## src/rtl/life_pkg.sv

```systemverilog
`timescale 1ns/1ps
// Shared types for the Game of Life generation sequencer.
package life_pkg;

    localparam int GRID_W = 64;

    typedef enum logic [1:0] {
        S_IDLE = 2'd0,
        S_RUN  = 2'd1,
        S_STEP = 2'd2,
        S_HALT = 2'd3
    } seq_state_t;

    typedef enum logic [1:0] {
        HC_NONE    = 2'd0,
        HC_STILL   = 2'd1,
        HC_EXTINCT = 2'd2,
        HC_OSC2    = 2'd3
    } halt_cause_t;

endpackage

```

## src/rtl/life_sequencer_rate_divider.sv

```systemverilog
`timescale 1ns/1ps
// Free-run rate divider: while enabled, asserts tick once every period+1 cycles.
module rate_divider #(
    parameter int DIV_W = 24
) (
    input  logic             clk,
    input  logic             reset,
    input  logic             en,
    input  logic             clr,
    input  logic [DIV_W-1:0] period,
    output logic             tick
);

    logic [DIV_W-1:0] div;

    // >= rather than == so lowering period mid-run cannot strand div above it
    assign tick = en && (div >= period);

    always_ff @(posedge clk or posedge reset) begin
        if (reset) begin
            div <= '0;
        end else if (clr || tick) begin
            div <= '0;
        end else if (en) begin
            div <= div + DIV_W'(1);
        end
    end

endmodule

```

## src/rtl/life_sequencer.sv

```systemverilog
`timescale 1ns/1ps
// Generation controller: owns the committed grid, sequences load/run/step/halt,
// counts generations and stops on extinction, still life or period-2 oscillation.
module life_sequencer #(
    parameter int GRID_W = life_pkg::GRID_W,
    parameter int DIV_W  = 24,
    parameter int GEN_W  = 16
) (
    input  logic              clk,
    input  logic              reset,
    input  logic              load_seed,
    input  logic [GRID_W-1:0] seed,
    input  logic              rand_load,
    input  logic [GRID_W-1:0] lfsr_in,
    input  logic              run,
    input  logic              step,
    input  logic              auto_halt,
    input  logic [DIV_W-1:0]  period,
    input  logic [GRID_W-1:0] next_grid,
    output logic [GRID_W-1:0] grid,
    output logic [GEN_W-1:0]  gen_count,
    output logic              gen_tick,
    output logic [1:0]        state_o,
    output logic [1:0]        halt_cause
);
    import life_pkg::*;

    seq_state_t        state_q, state_d;
    halt_cause_t       cause_q, hit_cause;
    logic [GRID_W-1:0] prev_grid;
    logic              prev_valid;
    logic              load, div_en, div_clr, tick, commit, hit;
    logic [GRID_W-1:0] load_val;

    assign load     = load_seed | rand_load;
    assign load_val = load_seed ? seed : lfsr_in;
    assign div_en   = (state_q == S_RUN) && run;
    assign div_clr  = load || ((state_q == S_IDLE) && run);
    // A divider tick while run has dropped is discarded by div_en
    assign commit   = !load && ((div_en && tick) || (state_q == S_STEP));

    rate_divider #(.DIV_W(DIV_W)) u_div (
        .clk    (clk),
        .reset  (reset),
        .en     (div_en),
        .clr    (div_clr),
        .period (period),
        .tick   (tick)
    );

    always_comb begin
        hit_cause = HC_NONE;
        if (auto_halt) begin
            if (next_grid == '0)
                hit_cause = HC_EXTINCT;
            else if (next_grid == grid)
                hit_cause = HC_STILL;
            else if (prev_valid && (next_grid == prev_grid))
                hit_cause = HC_OSC2;
        end
    end

    assign hit = commit && (hit_cause != HC_NONE);

    always_comb begin
        state_d = state_q;
        if (load) begin
            state_d = run ? S_RUN : S_IDLE;
        end else begin
            case (state_q)
                S_IDLE: if (run) state_d = S_RUN;
                        else if (step) state_d = S_STEP;
                S_RUN:  if (!run) state_d = S_IDLE;
                        else if (hit) state_d = S_HALT;
                S_STEP: state_d = hit ? S_HALT : S_IDLE;
                default: state_d = S_HALT;
            endcase
        end
    end

    always_ff @(posedge clk or posedge reset) begin
        if (reset) begin
            state_q    <= S_IDLE;
            cause_q    <= HC_NONE;
            grid       <= '0;
            prev_grid  <= '0;
            prev_valid <= 1'b0;
            gen_count  <= '0;
            gen_tick   <= 1'b0;
        end else begin
            state_q  <= state_d;
            gen_tick <= commit;
            if (load) begin
                grid       <= load_val;
                gen_count  <= '0;
                cause_q    <= HC_NONE;
                prev_valid <= 1'b0;
            end else if (commit) begin
                prev_grid  <= grid;
                grid       <= next_grid;
                prev_valid <= 1'b1;
                if (gen_count != '1)
                    gen_count <= gen_count + GEN_W'(1);
                if (hit)
                    cause_q <= hit_cause;
            end
        end
    end

    assign state_o    = state_q;
    assign halt_cause = cause_q;

endmodule

```

## config.mk

```make
export PLATFORM = sky130hd
export DESIGN_NAME = life_sequencer
export DESIGN_NICKNAME = d
export VERILOG_FILES = /design/src/rtl/life_pkg.sv /design/src/rtl/life_sequencer_rate_divider.sv /design/src/rtl/life_sequencer.sv
export SDC_FILE = /design/constraint.sdc
export NUM_CORES = 1
export LEC_CHECK = 0
export ABC_AREA = 1
export BUFFER_PORTS_ARGS = -buffer_cell sky130_fd_sc_hd__buf_4
export CAP_MARGIN = 40
export CORE_MARGIN = 1.5
export CORE_UTILIZATION = 30
export DETAILED_ROUTE_END_ITERATION = 7
export GPL_TIMING_DRIVEN = 0
export HOLD_SLACK_MARGIN = 0.12
export MAX_ROUTING_LAYER = met4
export SYNTH_ARGS = -nofsm -noshare
export SYNTH_HDL_FRONTEND = slang
export SYNTH_SLANG_ARGS = --single-unit
export TNS_END_PERCENT = 100
```

## constraint.sdc

```tcl
create_clock -name clk -period 13.15 [get_ports clk]
set_input_delay 1.315 -clock clk [delete_from_list [all_inputs] [get_ports clk]]
set_output_delay 1.315 -clock clk [all_outputs]
set_load 0.02 [all_outputs]
```

==> results.yml <==
outcome:
  status: "finished clean"
drt:
  drc_errors: 0
  antenna_left: 0
  drt_wl_total_um: 37700
  wl_per_cell_um: 16.0
  drtPass1Iterations: 5
  viasPerCell: 4.75
  drtIter0Drc: 588
  dr_total_vias: 11200
synth:
  yosysWarnings: 0
  syn_inst: 1545
  yosys-top-cells-area: "dfrtp_1 (39%), nand2_1 (16%), inv_1 (8.5%), nor2_1 (5.0%), o221ai_1 (4.9%)"
  yosys.area_share.simple_pct: 26.6
  synth-edff-count: 0
  synth_area_mm2: 0.0110
  syn-num-nets: 1794
  ys_async_sr_fraction_pct: 100
  synth_compound_area_share_pct: 15.2
  ys.flop_type: "dfrtp_1"
  avgSynthCellArea_um2: 7.14
  synth.area.mux_share_pct: 0
  synth-adder-area-share_pct: 2.95
  yosys_register_bits: 174
  synth_top_family_by_area: "simple AND/OR/NAND/NOR gates"
  synth_top_cell_by_area: "dfrtp_1"
  synth_seq_area_share_pct: 39.5
  yosysTopAreaCellShare_pct: 39.5
  synth_xor_area_share_pct: 5.40
  synth.distinct_cells: 37
grt:
  grt_pass1_vias: 10900
  grt-ovfl-total: 0
  track_usage_pct: 20.7
  antenna_found_initial: 2
  grt_pass1_wl_um: 59500
  grt_max_degree: 92
placed_design:
  io_buffers: 306
  post-dp-hpwl_um: 30100
  dp_cells: 2322
  gp_congestion: 0.874
setup_path:
  critPathKind: "in -> reg"
  worstPathCellList: "buf_4, inv_1, ha_1, a21oi_1, nand2_1, a21oi_1, nand3_1, nand2_1, nand2_1, nand2_1, buf_2, buf_1, o221ai_1"
  crit_top_cell: "nand2_1"
  start_kind: "input port"
  slowest_delay_ns: 0.57
  cp_slowest_cell: "buf_1"
  endpoint_kind: "flip-flop"
  crit_required_ns: 13.43
  worstPathArrival_ns: 3.66
  path_max_fanout: 10
timing:
  skew_ns: 0.0151
  setup_viol: 0
  max_freq_ghz: 0.296
  hold_viol_final: 0
  grt_setup_unrepaired: "no"
  post-route-period-util_pct: 25.7
  worst-slew-pin-transition_ns: 0.699
  min_period_ns: 3.38
  tns_ns: 0
  slew_viol_final: 0
  slew_headroom_pct: 53.4
power_and_ir_drop:
  p_leak_nw: 7.55
  power_density_mw_per_mm2: 110
  ir_worst_vdd_uv: 88.8
  power.total_mw: 1.61
floorplanning:
  num_io_pins: 308
  die_width_um: 195
  initial_core_util_pct: 30.3
  fp-row-count: 70
  fp.dieH_um: 195
  fp.dieArea_mm2: 0.0379
  core_area_mm2: 0.0364
clocking:
  cts-root-buf: "clkbuf_16"
  cts_num_sinks: 174
  cts_buffers: 17
  clk_latency_ns: 0.45
  clk_pin_slew_ns: 0.06
  clk_path_buf_depth: 2
  ctsHtreeMaxLevel: 4
  post_cts_resized: 0
  tritoncts: "built"
  post_cts_buffers: 0
  cts.hold.buffers_added: 0
run:
  maxCapViolCount: 0
finish:
  drive_above_1_share_pct: 19.8
  finish.utilization_pct: 40.1
  nets: 2122
  final_cells: 2356
  area_growth_pct: 32.4
  fillers: 3768
hold_path:
  hp-class: "reg -> reg"
[metrics by stage]
stage	hold slack, ns	instance area, µm²	setup slack, ns
6_report	0.487	14600	9.77
5_1_grt	0.501	14600	9.46
4_1_cts	0.489	14600	9.71
3_5_place_dp	0.473	14000	9.25
3_3_place_gp	0.460	13900	4.55
2_1_floorplan	0.453	11000	7.12
[cell usage in the layout, fill, tap and decap left out, types with 4 or more instances in the layout]
cell type and n:
nor4_1 5, clkbuf_16 17, nor2_2 8, inv_6 4, ha_1 26, nand3_1 34
nand2_1 482, xnor2_1 41, nand4_1 25, o21ai_0 82, clkbuf_1 31, inv_2 7
or2_2 6, buf_1 11, inv_1 248, xor2_1 27, buf_4 306, nor2_1 145
dfrtp_1 174, o221ai_1 62, a21oi_1 22, buf_2 6, nor3b_1 4, a22oi_1 64
nor3_1 11
[report_power, final]
part	switching, mW	leakage, nW	internal, mW
clock	0.239	0.301	0.309
combinational	0.218	5.02	0.175
sequential	0.0602	2.23	0.608
[registers in the layout (all words and copies together), names as in the netlist]
name,count
prev_grid,64
u_div.div,24
grid,64
halt_cause,2
gen_count,16
prev_valid,1
gen_tick,1
state_o,2
[synthesized netlist by cell type (all sizes together) (17+ instances only)]
| library cell | instances |
|---|---|
| xnor2 | 41 |
| a21oi | 22 |
| clkbuf | 30 |
| nand2 | 483 |
| xor2 | 27 |
| ha | 26 |
| o21ai | 85 |
| nor2 | 154 |
| a22oi | 64 |
| o221ai | 62 |
| inv | 257 |
| buf | 17 |
| nand4 | 25 |
| dfrtp | 174 |
| nand3 | 36 |
[final timing paths]
path | startpoint | endpoint | slack, ns | cells after the start
max in group asynchronous | reset | grid[40] | 11.25 | 3
setup reg to reg | u_div.div[15] | grid[11] | 10.27 | 12
hold / removal | prev_grid[0] | prev_grid[0] | 0.49 | 2
min in group asynchronous | reset | u_div.div[23] | 0.95 | 2
hold reg to reg | prev_grid[0] | prev_grid[0] | 0.49 | 2
setup / recovery | period[19] | grid[1] | 9.77 | 13
[area by class of cell]
type	count	area, µm²	area share (%)
Clock buffer	19	443	3.03
Antenna cell	2	5.00	0.0343
Timing Repair Buffer	309	2350	16.1
Tap cell	468	586	4.01
Inverter	257	975	6.68
Sequential cell	174	4350	29.8
Buffer	47	184	1.26
Clock inverter	13	175	1.20
Multi-Input combinational cell	1067	5520	37.8
[per-layer routing]
metal  vias up  track usage [%]  wire, µm
li1       5641                -         -
met1      5215             26.4     17000
met2       306             34.0     18000
met3        25             3.47      2120
met4         0             5.35       507
met5         -                -         0
[cell families (layout without fill, tap and decap cells)]
kind of cell,count (synthesis),count (layout)
adders and majority gates,26,26
AOI/OAI and AO/OA,248,248
buffers and inverters,304,645
other,0,2
and+or+nand+nor,725,725
DFF,174,174
xor gates and xnor gates,68,68
[critical path, delay by kind of cell]
family          cells  cell delay [ns]
simple gates        5             0.51
buf+inv             4             1.01
fa+ha+maj           1             0.32
compound gates      3             0.50
Note: power is estimated with default switching activity, not from simulation.
